**src/rtl/ntlm_pkg.sv**
```systemverilog
// Shared types and constants for the NT-hash driver lane.
// MD4 chaining IV, state encoding and byte-order helper.
package ntlm_pkg;

  localparam logic [31:0] MD4_IV_A = 32'h67452301;
  localparam logic [31:0] MD4_IV_B = 32'hEFCDAB89;
  localparam logic [31:0] MD4_IV_C = 32'h98BADCFE;
  localparam logic [31:0] MD4_IV_D = 32'h10325476;

  localparam int MAX_CHARS_LIMIT = 27;

  typedef enum logic [2:0] {
    GUARD,
    COLLECT,
    DRAIN,
    FINALIZE,
    START,
    WAIT,
    RESULT
  } state_e;

  function automatic logic [31:0] bswap32(input logic [31:0] w);
    return {w[7:0], w[15:8], w[23:16], w[31:24]};
  endfunction

endpackage

```
**src/rtl/ntlm_block_builder.sv**
```systemverilog
// Owns the 512-bit MD4 message block: UTF-16LE lanes,
// 0x80 terminator and the little-endian bit length.
module ntlm_block_builder
  import ntlm_pkg::*;
(
  input  logic         clk,
  input  logic         rst_n,
  input  logic         clr_i,
  input  logic         wr_i,
  input  logic [4:0]   idx_i,
  input  logic [7:0]   char_i,
  input  logic         fin_i,
  input  logic [4:0]   n_i,
  output logic [511:0] data_o
);

  logic [511:0] blk_q;
  logic [511:0] blk_d;
  logic [9:0]   wr_msb;
  logic [9:0]   fin_msb;

  // Byte k of the block lives at bits 511-8k downto 504-8k.
  assign wr_msb  = 10'd511 - {1'b0, idx_i, 4'b0};
  assign fin_msb = 10'd511 - {1'b0, n_i, 4'b0};

  // Next block: clear, character lane write, or terminator + length.
  always_comb begin
    blk_d = blk_q;
    if (clr_i) begin
      blk_d = '0;
    end else if (wr_i) begin
      blk_d[wr_msb -: 8]         = char_i;
      blk_d[wr_msb - 10'd8 -: 8] = 8'h00;
    end else if (fin_i) begin
      blk_d[fin_msb -: 8] = 8'h80;
      blk_d[63:56]        = {n_i[3:0], 4'h0};
      blk_d[55:48]        = {7'd0, n_i[4]};
    end
  end

  // Block register.
  always_ff @(posedge clk or negedge rst_n) begin
    if (!rst_n) blk_q <= '0;
    else        blk_q <= blk_d;
  end

  assign data_o = blk_q;

endmodule

```
**src/rtl/ntlm_md4_driver.sv**
```systemverilog
// NT-hash lane driver: collects a password, runs one
// md4block pass and returns the digest plus a match flag.
module ntlm_md4_driver
  import ntlm_pkg::*;
#(
  parameter int MAX_CHARS   = 27,
  parameter int MD4_LATENCY = 54
) (
  input  logic         clk,
  input  logic         rst_n,
  input  logic         in_valid,
  output logic         in_ready,
  input  logic [7:0]   in_byte,
  input  logic         in_last,
  input  logic [127:0] target_hash,
  output logic         out_valid,
  input  logic         out_ready,
  output logic [127:0] out_digest,
  output logic         out_match,
  output logic         out_err,
  output logic         md4_irdy,
  output logic [31:0]  md4_state_a,
  output logic [31:0]  md4_state_b,
  output logic [31:0]  md4_state_c,
  output logic [31:0]  md4_state_d,
  output logic [511:0] md4_data,
  input  logic         md4_ordy,
  input  logic [31:0]  md4_newstate_a,
  input  logic [31:0]  md4_newstate_b,
  input  logic [31:0]  md4_newstate_c,
  input  logic [31:0]  md4_newstate_d
);

  localparam int GW = $clog2(MD4_LATENCY + 1);

  state_e         state_q, state_d;
  logic [GW-1:0]  guard_q, guard_d;
  logic [4:0]     n_q, n_d;
  logic           err_q, err_d;
  logic [127:0]   dig_q, dig_d;
  logic           match_q, match_d;
  logic           oval_q, oval_d;
  logic           clr, wr, fin;
  logic           in_fire;
  logic [5:0]     n_nxt;

  assign in_ready = (state_q == COLLECT) || (state_q == DRAIN);
  assign md4_irdy = (state_q == START);
  assign in_fire  = in_valid && in_ready;
  assign n_nxt    = {1'b0, n_q} + 6'd1;

  // Next-state and datapath control for the lane FSM.
  always_comb begin
    state_d = state_q;
    guard_d = guard_q;
    n_d     = n_q;
    err_d   = err_q;
    dig_d   = dig_q;
    match_d = match_q;
    oval_d  = oval_q;
    clr     = 1'b0;
    wr      = 1'b0;
    fin     = 1'b0;
    unique case (state_q)
      GUARD: begin
        if (guard_q == '0) begin
          state_d = COLLECT;
          clr     = 1'b1;
        end else begin
          guard_d = guard_q - 1'b1;
        end
      end
      COLLECT: begin
        if (in_fire) begin
          wr  = 1'b1;
          n_d = n_nxt[4:0];
          if (in_last) begin
            state_d = FINALIZE;
          end else if (n_nxt == 6'(MAX_CHARS)) begin
            err_d   = 1'b1;
            state_d = DRAIN;
          end
        end
      end
      DRAIN: begin
        if (in_fire && in_last) begin
          dig_d   = '0;
          state_d = RESULT;
        end
      end
      FINALIZE: begin
        fin     = 1'b1;
        state_d = START;
      end
      START: begin
        state_d = WAIT;
      end
      WAIT: begin
        if (md4_ordy) begin
          dig_d = {bswap32(md4_newstate_a),
                   bswap32(md4_newstate_b),
                   bswap32(md4_newstate_c),
                   bswap32(md4_newstate_d)};
          state_d = RESULT;
        end
      end
      RESULT: begin
        if (!oval_q) begin
          oval_d  = 1'b1;
          match_d = !err_q && (dig_q == target_hash);
        end else if (out_ready && !md4_ordy) begin
          oval_d  = 1'b0;
          err_d   = 1'b0;
          n_d     = '0;
          clr     = 1'b1;
          state_d = COLLECT;
        end
      end
      default: begin
        state_d = GUARD;
      end
    endcase
  end

  // Lane state registers.
  always_ff @(posedge clk or negedge rst_n) begin
    if (!rst_n) begin
      state_q <= GUARD;
      guard_q <= GW'(MD4_LATENCY);
      n_q     <= '0;
      err_q   <= 1'b0;
      dig_q   <= '0;
      match_q <= 1'b0;
      oval_q  <= 1'b0;
    end else begin
      state_q <= state_d;
      guard_q <= guard_d;
      n_q     <= n_d;
      err_q   <= err_d;
      dig_q   <= dig_d;
      match_q <= match_d;
      oval_q  <= oval_d;
    end
  end

  ntlm_block_builder u_blk (
    .clk    (clk),
    .rst_n  (rst_n),
    .clr_i  (clr),
    .wr_i   (wr),
    .idx_i  (n_q),
    .char_i (in_byte),
    .fin_i  (fin),
    .n_i    (n_q),
    .data_o (md4_data)
  );

  assign out_valid   = oval_q;
  assign out_digest  = dig_q;
  assign out_match   = match_q;
  assign out_err     = err_q;
  assign md4_state_a = MD4_IV_A;
  assign md4_state_b = MD4_IV_B;
  assign md4_state_c = MD4_IV_C;
  assign md4_state_d = MD4_IV_D;

endmodule

```
**config.mk**
```make
export PLATFORM = sky130hd
export DESIGN_NAME = ntlm_md4_driver
export DESIGN_NICKNAME = d
export VERILOG_FILES = /design/src/rtl/ntlm_pkg.sv /design/src/rtl/ntlm_block_builder.sv /design/src/rtl/ntlm_md4_driver.sv
export SDC_FILE = /design/constraint.sdc
export NUM_CORES = 1
export LEC_CHECK = 0
export ABC_CLOCK_PERIOD_IN_PS = 2900
export BUFFER_PORTS_ARGS = -buffer_cell sky130_fd_sc_hd__buf_2
export CAP_MARGIN = 40
export CORE_AREA = 2 2 403 405
export CTS_CLUSTER_SIZE = 24
export DETAILED_ROUTE_END_ITERATION = 8
export DIE_AREA = 0 0 405 407
export SLEW_MARGIN = 20
export SYNTH_ARGS = -nofsm -noshare
export SYNTH_HDL_FRONTEND = slang
export SYNTH_SLANG_ARGS = --single-unit
```
**constraint.sdc**
```tcl
create_clock -name clk -period 2.9 [get_ports clk]
set_input_delay 0.29 -clock clk [delete_from_list [all_inputs] [get_ports clk]]
set_output_delay 0.29 -clock clk [all_outputs]
set_load 0.05 [all_outputs]
```
### Word-level counts from Yosys, hierarchy flattened

Index checks and enable logic that the tools add are counted.
W data, S select, Z words.

* flip-flop bits (word level): 657
* logic and storage cells: 93
* input port bits: 270

* bitwise operators: 2
* multiplexer cells: 37
* equality and inequality tests: 17
* reductions and logical operators: 18
* shift operators: 5
* $add $sub $neg: 6

Operators with widths (count)
* $bwmux W512: 3
* $mux W512: 3
* $shift A8 B12 Y519 const A: 2
* $shiftx A8 B12 Y519 const A: 2
* $shiftx A8 B12 Y519: 1
* $mux W128: 2
* $pmux W128 S2: 1
* $eq A128 B128 Y1: 1
* $mux W3: 8
* $neg A10 Y12: 2
* $pmux W3 S7: 1
* $mux W5: 3
* $mux W1: 13
* $ne A2 B2 Y1 const B: 6
* $pmux W5 S2: 1
* $sub A10 B4 Y10 const B: 1
* $sub A9 B9 Y10 const A: 1
* $eq A3 B3 Y1 const B: 3
* $reduce_and A7 Y1: 1
* $add A5 B1 Y6 const B: 1
* $eq A3 B2 Y1 const B: 2
* $eq A6 B5 Y1 const B: 1
* $logic_not A6 Y1: 1
* $reduce_and A6 Y1: 1
* 15 further kinds: 24

### Depth between registers and ports, before layout

* word-level depth: 7
* depth in mapped cells: 9
* mapped depth without buffers: 7

### Cells and area by module

From an unflattened synthesis, not the netlist that was laid out.

* cells, all modules: 2075
* area total of the unflattened synthesis: 21469.3 um^2

By module, submodules not included
* ntlm_block_builder: cells each 1056, area each 12931.2 um^2, times used 1
* ntlm_md4_driver: cells each 1019, area each 8538.2 um^2, times used 1

### Worst setup path after synthesis

No wires, ideal clock.

* path type: reg2reg
* start: register n_q[0]
* end: register u_blk.blk_q[88], in the netlist u_blk.data_o[88]
* path slack: 587 ps
* arrival: 2192 ps
* period minus slack after synthesis: 2313 ps
* required time: 2779 ps
* setup time: 121 ps
* cell stages (with the launch flop): 8
* cells stage by stage: dfrtp_1 inv_1 clkbuf_1 ha_1 nand2_1 nor2_1 a21oi_1 a22o_1

* word-level cells in the longest chain between the ends: 7
* elaborated cells on any way between the ends: 15
* classes of those cells: add/sub (4); shift (5); mux (6)

RTL lines
* start: declaration: line ntlm_md4_driver.sv:38 `logic [4:0] n_q, n_d;`
* start signal: assignment: line ntlm_md4_driver.sv:138 `n_q <= n_d;`
* $sub A9 B9 Y10 (*): line ntlm_block_builder.sv:23, ntlm_block_builder.sv:24
* $sub A10 B4 Y10 / $neg A10 Y12 (equally long branches): line ntlm_block_builder.sv:33, ntlm_block_builder.sv:32, ntlm_block_builder.sv:35
* $neg A10 Y12, or another cell as far along: line ntlm_block_builder.sv:33 `blk_d[wr_msb - 10'd8 -: 8] = 8'h00;`
* $shiftx A8 B12 Y519, or another cell as far along: line ntlm_block_builder.sv:33
* $bwmux W512 / $mux W512 (equally long branches): line ntlm_block_builder.sv:33, ntlm_block_builder.sv:34
* $mux W512 (*): line ntlm_block_builder.sv:31 `end else if (wr_i) begin`
* $mux W512 (*): line ntlm_block_builder.sv:29 `if (clr_i) begin`
* end signal: assignment: line ntlm_block_builder.sv:44 `else blk_q <= blk_d;`
* end: declaration: line ntlm_block_builder.sv:17 `logic [511:0] blk_q;`

Mark *: on every way between the ends. The rest lies on a longest branch, timed or not. The select of a mux whose other input is x is not followed.
A chain may end at the register's enable or synchronous reset.

### Final worst setup path

* start: register dig_q[77], in the netlist out_digest[77]
* end: register match_q, in the netlist out_match

* word-level cells in the longest chain between the ends: 2

RTL lines
* start: declaration: line ntlm_md4_driver.sv:40 `logic [127:0] dig_q, dig_d;`
* start signal: assignment: line ntlm_md4_driver.sv:140 `dig_q <= dig_d;`
* $eq A128 B128 Y1: line ntlm_md4_driver.sv:110 `match_d = !err_q && (dig_q == target_hash);`
* $logic_and A1 B1 Y1: line ntlm_md4_driver.sv:110
* end signal: assignment: line ntlm_md4_driver.sv:141 `match_q <= match_d;`
* end: declaration: line ntlm_md4_driver.sv:41 `logic match_q, match_d;`

Every way passes these cells.

==> out/results.tsv <==
metric	value	unit
status	finished, final reports clean	
cts_tree	done	
clockPowerShare	23.7	%
worstReg2RegStart	out_digest[77]	
numCtsBuffers	51	
ant_nets	0	
end_kind	flip-flop	
synth_area	20000	sq um
core-area	160000	sq um
tightest_slew	966	ps
comb_power_share	46.8	%
synth_common_cells	dfrtp_1 (398), buf_4 (383), a22o_1 (270)	
p_int	14.0	mW
htree_levels	2	
syn_area_per_cell	10.7	sq um
drive_gt1_share	32.4	%
dpl.cell_count	4762	
drv_cap	0	
grt_max_degree	81	
fin_nets	3063	
swShare	50.6	%
period_needed	2720	ps
holdPathEnd	u_blk.data_o[45]	
dr.pass1.iters	5	
gr-total-overflow	0	
insertion_delay	630	ps
ys.flop_type	dfrtp_1	
synthDistinctLibCells	64	
ioPinCount	1043	
p_sw	14.4	mW
antenna_found_initial	67	
yosys_warnings	0	
seqPwrFrac	29.4	%
r2r_cells	7	
yosysSeqAreaShare	50.2	%
syn_to_final_growth	43.2	%
whs_path_depth	3	
finalNonFillerCells	5013	
reg2reg_to	out_match	
die_w	405	microns
dp_slack	143	ps
whs	88.3	ps
synth_edf_count	0	
cts_setup_buffers	0	
wl_per_cell	24.9	microns
synth_area_leaders	dfrtp_1 (50%), buf_4 (14%), a22o_1 (12%)	
slew_headroom	35.6	%
reg2reg_slack	180	ps
clockBufferDepth	3	
wl	125000	microns
die_area	165000	sq um
setup_tns	0	ps
async_flop_share	100	%
vias_per_cell	3.60	
via_count	18100	
initialDrtViolationCount	1295	
p_leak	14.3	nW
skew	21.9	ps
drv_slew	0	
critPathMaxFanout	4	
ir_drop	943	uV
hold_viol	0	
fmax	368	MHz
setup_viol	0	
gp_congestion	0.937	
rows	147	
timing.final.crit_share	93.8	%
grt_pass1_wl	160000	microns
netlist.top_cell.by_area	dfrtp_1	
cts_sinks	402	
netlist.area_leader.share	49.7	%
path_class	flip-flop to flip-flop	
startpoint_type	flip-flop	
rsz0062_at_grt	no	
hp-start	in_byte[5]	
synth_most_common_cell	dfrtp_1	
io_buffers	659	
root_buffer	clkbuf_16	
required	3460	ps
hp-class	input port to flip-flop	
grt_pass1_vias	17500	
start_util	12.5	%
arrival	3280	ps
crit_start	out_digest[77]	
dp_hpwl	106000	microns
grt_usage	14.5	%
synthCells	1881	
synth_seq_cells	402	
power_density	990	nW/um^2
dieHeight	407	microns
drc	0	
setup_slack	179	ps
clk_pin_slew	60	ps
worst max-delay path, cell delays in order, from the launching register on:
cell,delay [ps]
dfrtp_1,560
and2b_1,290
a2111o_1,400
a2111oi_1,650
buf_4,260
and4_1,260
nand4_1,100
o21ai_1,120
metrics by stage:
| stage | util, % | total power [mW] | area [sq um] |
|---|---|---|---|
| final | 17.9 | 28.4 | 28700 |
| after global routing | 17.9 | 29.6 | 28700 |
| after CTS | 17.9 | 28.9 | 28600 |
| after detailed placement | 16.0 | 21.8 | 25600 |
| after global placement | 15.9 | 21.7 | 25500 |
| after floorplan | - | 16.1 | 21500 |
layout make-up:
| cell class | count | area, sq um |
|---|---|---|
| fillers | 17800 | 132000 |
| repair buffers | 936 | 5880 |
| multi-input cells | 1340 | 8020 |
| clock inverters | 23 | 293 |
| diodes | 29 | 72.6 |
| flip-flops and latches | 402 | 10100 |
| well taps | 2160 | 2700 |
| inverters | 54 | 203 |
| clock buffers | 69 | 1450 |
metal layers:
metal / routed length, microns / up-vias / track usage, %
met3: 9580 / 255 / 3.67
met4: 7350 / 32 / 7.67
li1: - / 7807 / -
met2: 63000 / 1008 / 25.8
met1: 44600 / 8966 / 15.7
met5: 219 / - / 0
timing repair:
action / 4_1_cts / 5_1_grt
hold buffers: 129 / 0
resized for setup: 0 / 0
endpoints found under the hold margin: 186 / 0
setup endpoints to repair: 0 / 0
worst max path at each step:
stage and endpoint:
5_1_grt out_match, 3_3_place_gp out_match, 6_report out_match, 2_1_floorplan u_blk.data_o[88], 4_1_cts out_match, 3_5_place_dp out_match
sequential cells by signal, indices dropped and copies added, names as in the netlist:
register and cells:
out_match 1, out_digest 128, n_q 5, out_valid 1, guard_q 6, out_err 1
u_blk.data_o 257, state_q 3
power by group through the flow:
stage / registers [mW] / clock network, mW / logic [mW]
finish: 8.36 / 6.74 / 13.3
global route: 8.47 / 7.17 / 14.0
CTS: 8.41 / 6.99 / 13.5
detailed placement: 8.49 / 0 / 13.3
global placement: 8.50 / 0 / 13.2
floorplan: 11.0 / 0 / 5.19
cell usage in the layout (no fill, tap or decap), drive strengths merged, types with 8 or more instances in the layout:
master,instances
a21oi,34
a22o,270
a32o,43
and3,9
buf,806
clkbuf,70
clkinv,8
conb,383
dfrtp,398
diode,29
dlygate4sd3,129
ha,8
inv,59
nand2,142
nand2b,24
nand3,30
nand4,16
nor2,72
nor2b,35
nor3,14
nor4,15
o21ai,84
o22ai,16
xnor2,44
xor2,31
cell families after synthesis:
| kind of cell | share of synthesized area [%] |
|---|---|
| other | 0.0375 |
| AND/OR/NAND/NOR | 9.29 |
| buffers and inverters | 17.1 |
| flip-flops | 50.2 |
| multiplexers | 0.0999 |
| adder cells (fa/ha/maj) | 0.499 |
| XOR/XNOR | 3.28 |
| AO/OA/AOI/OAI | 19.5 |
No activity file was read; power rests on OpenSTA's default activity.
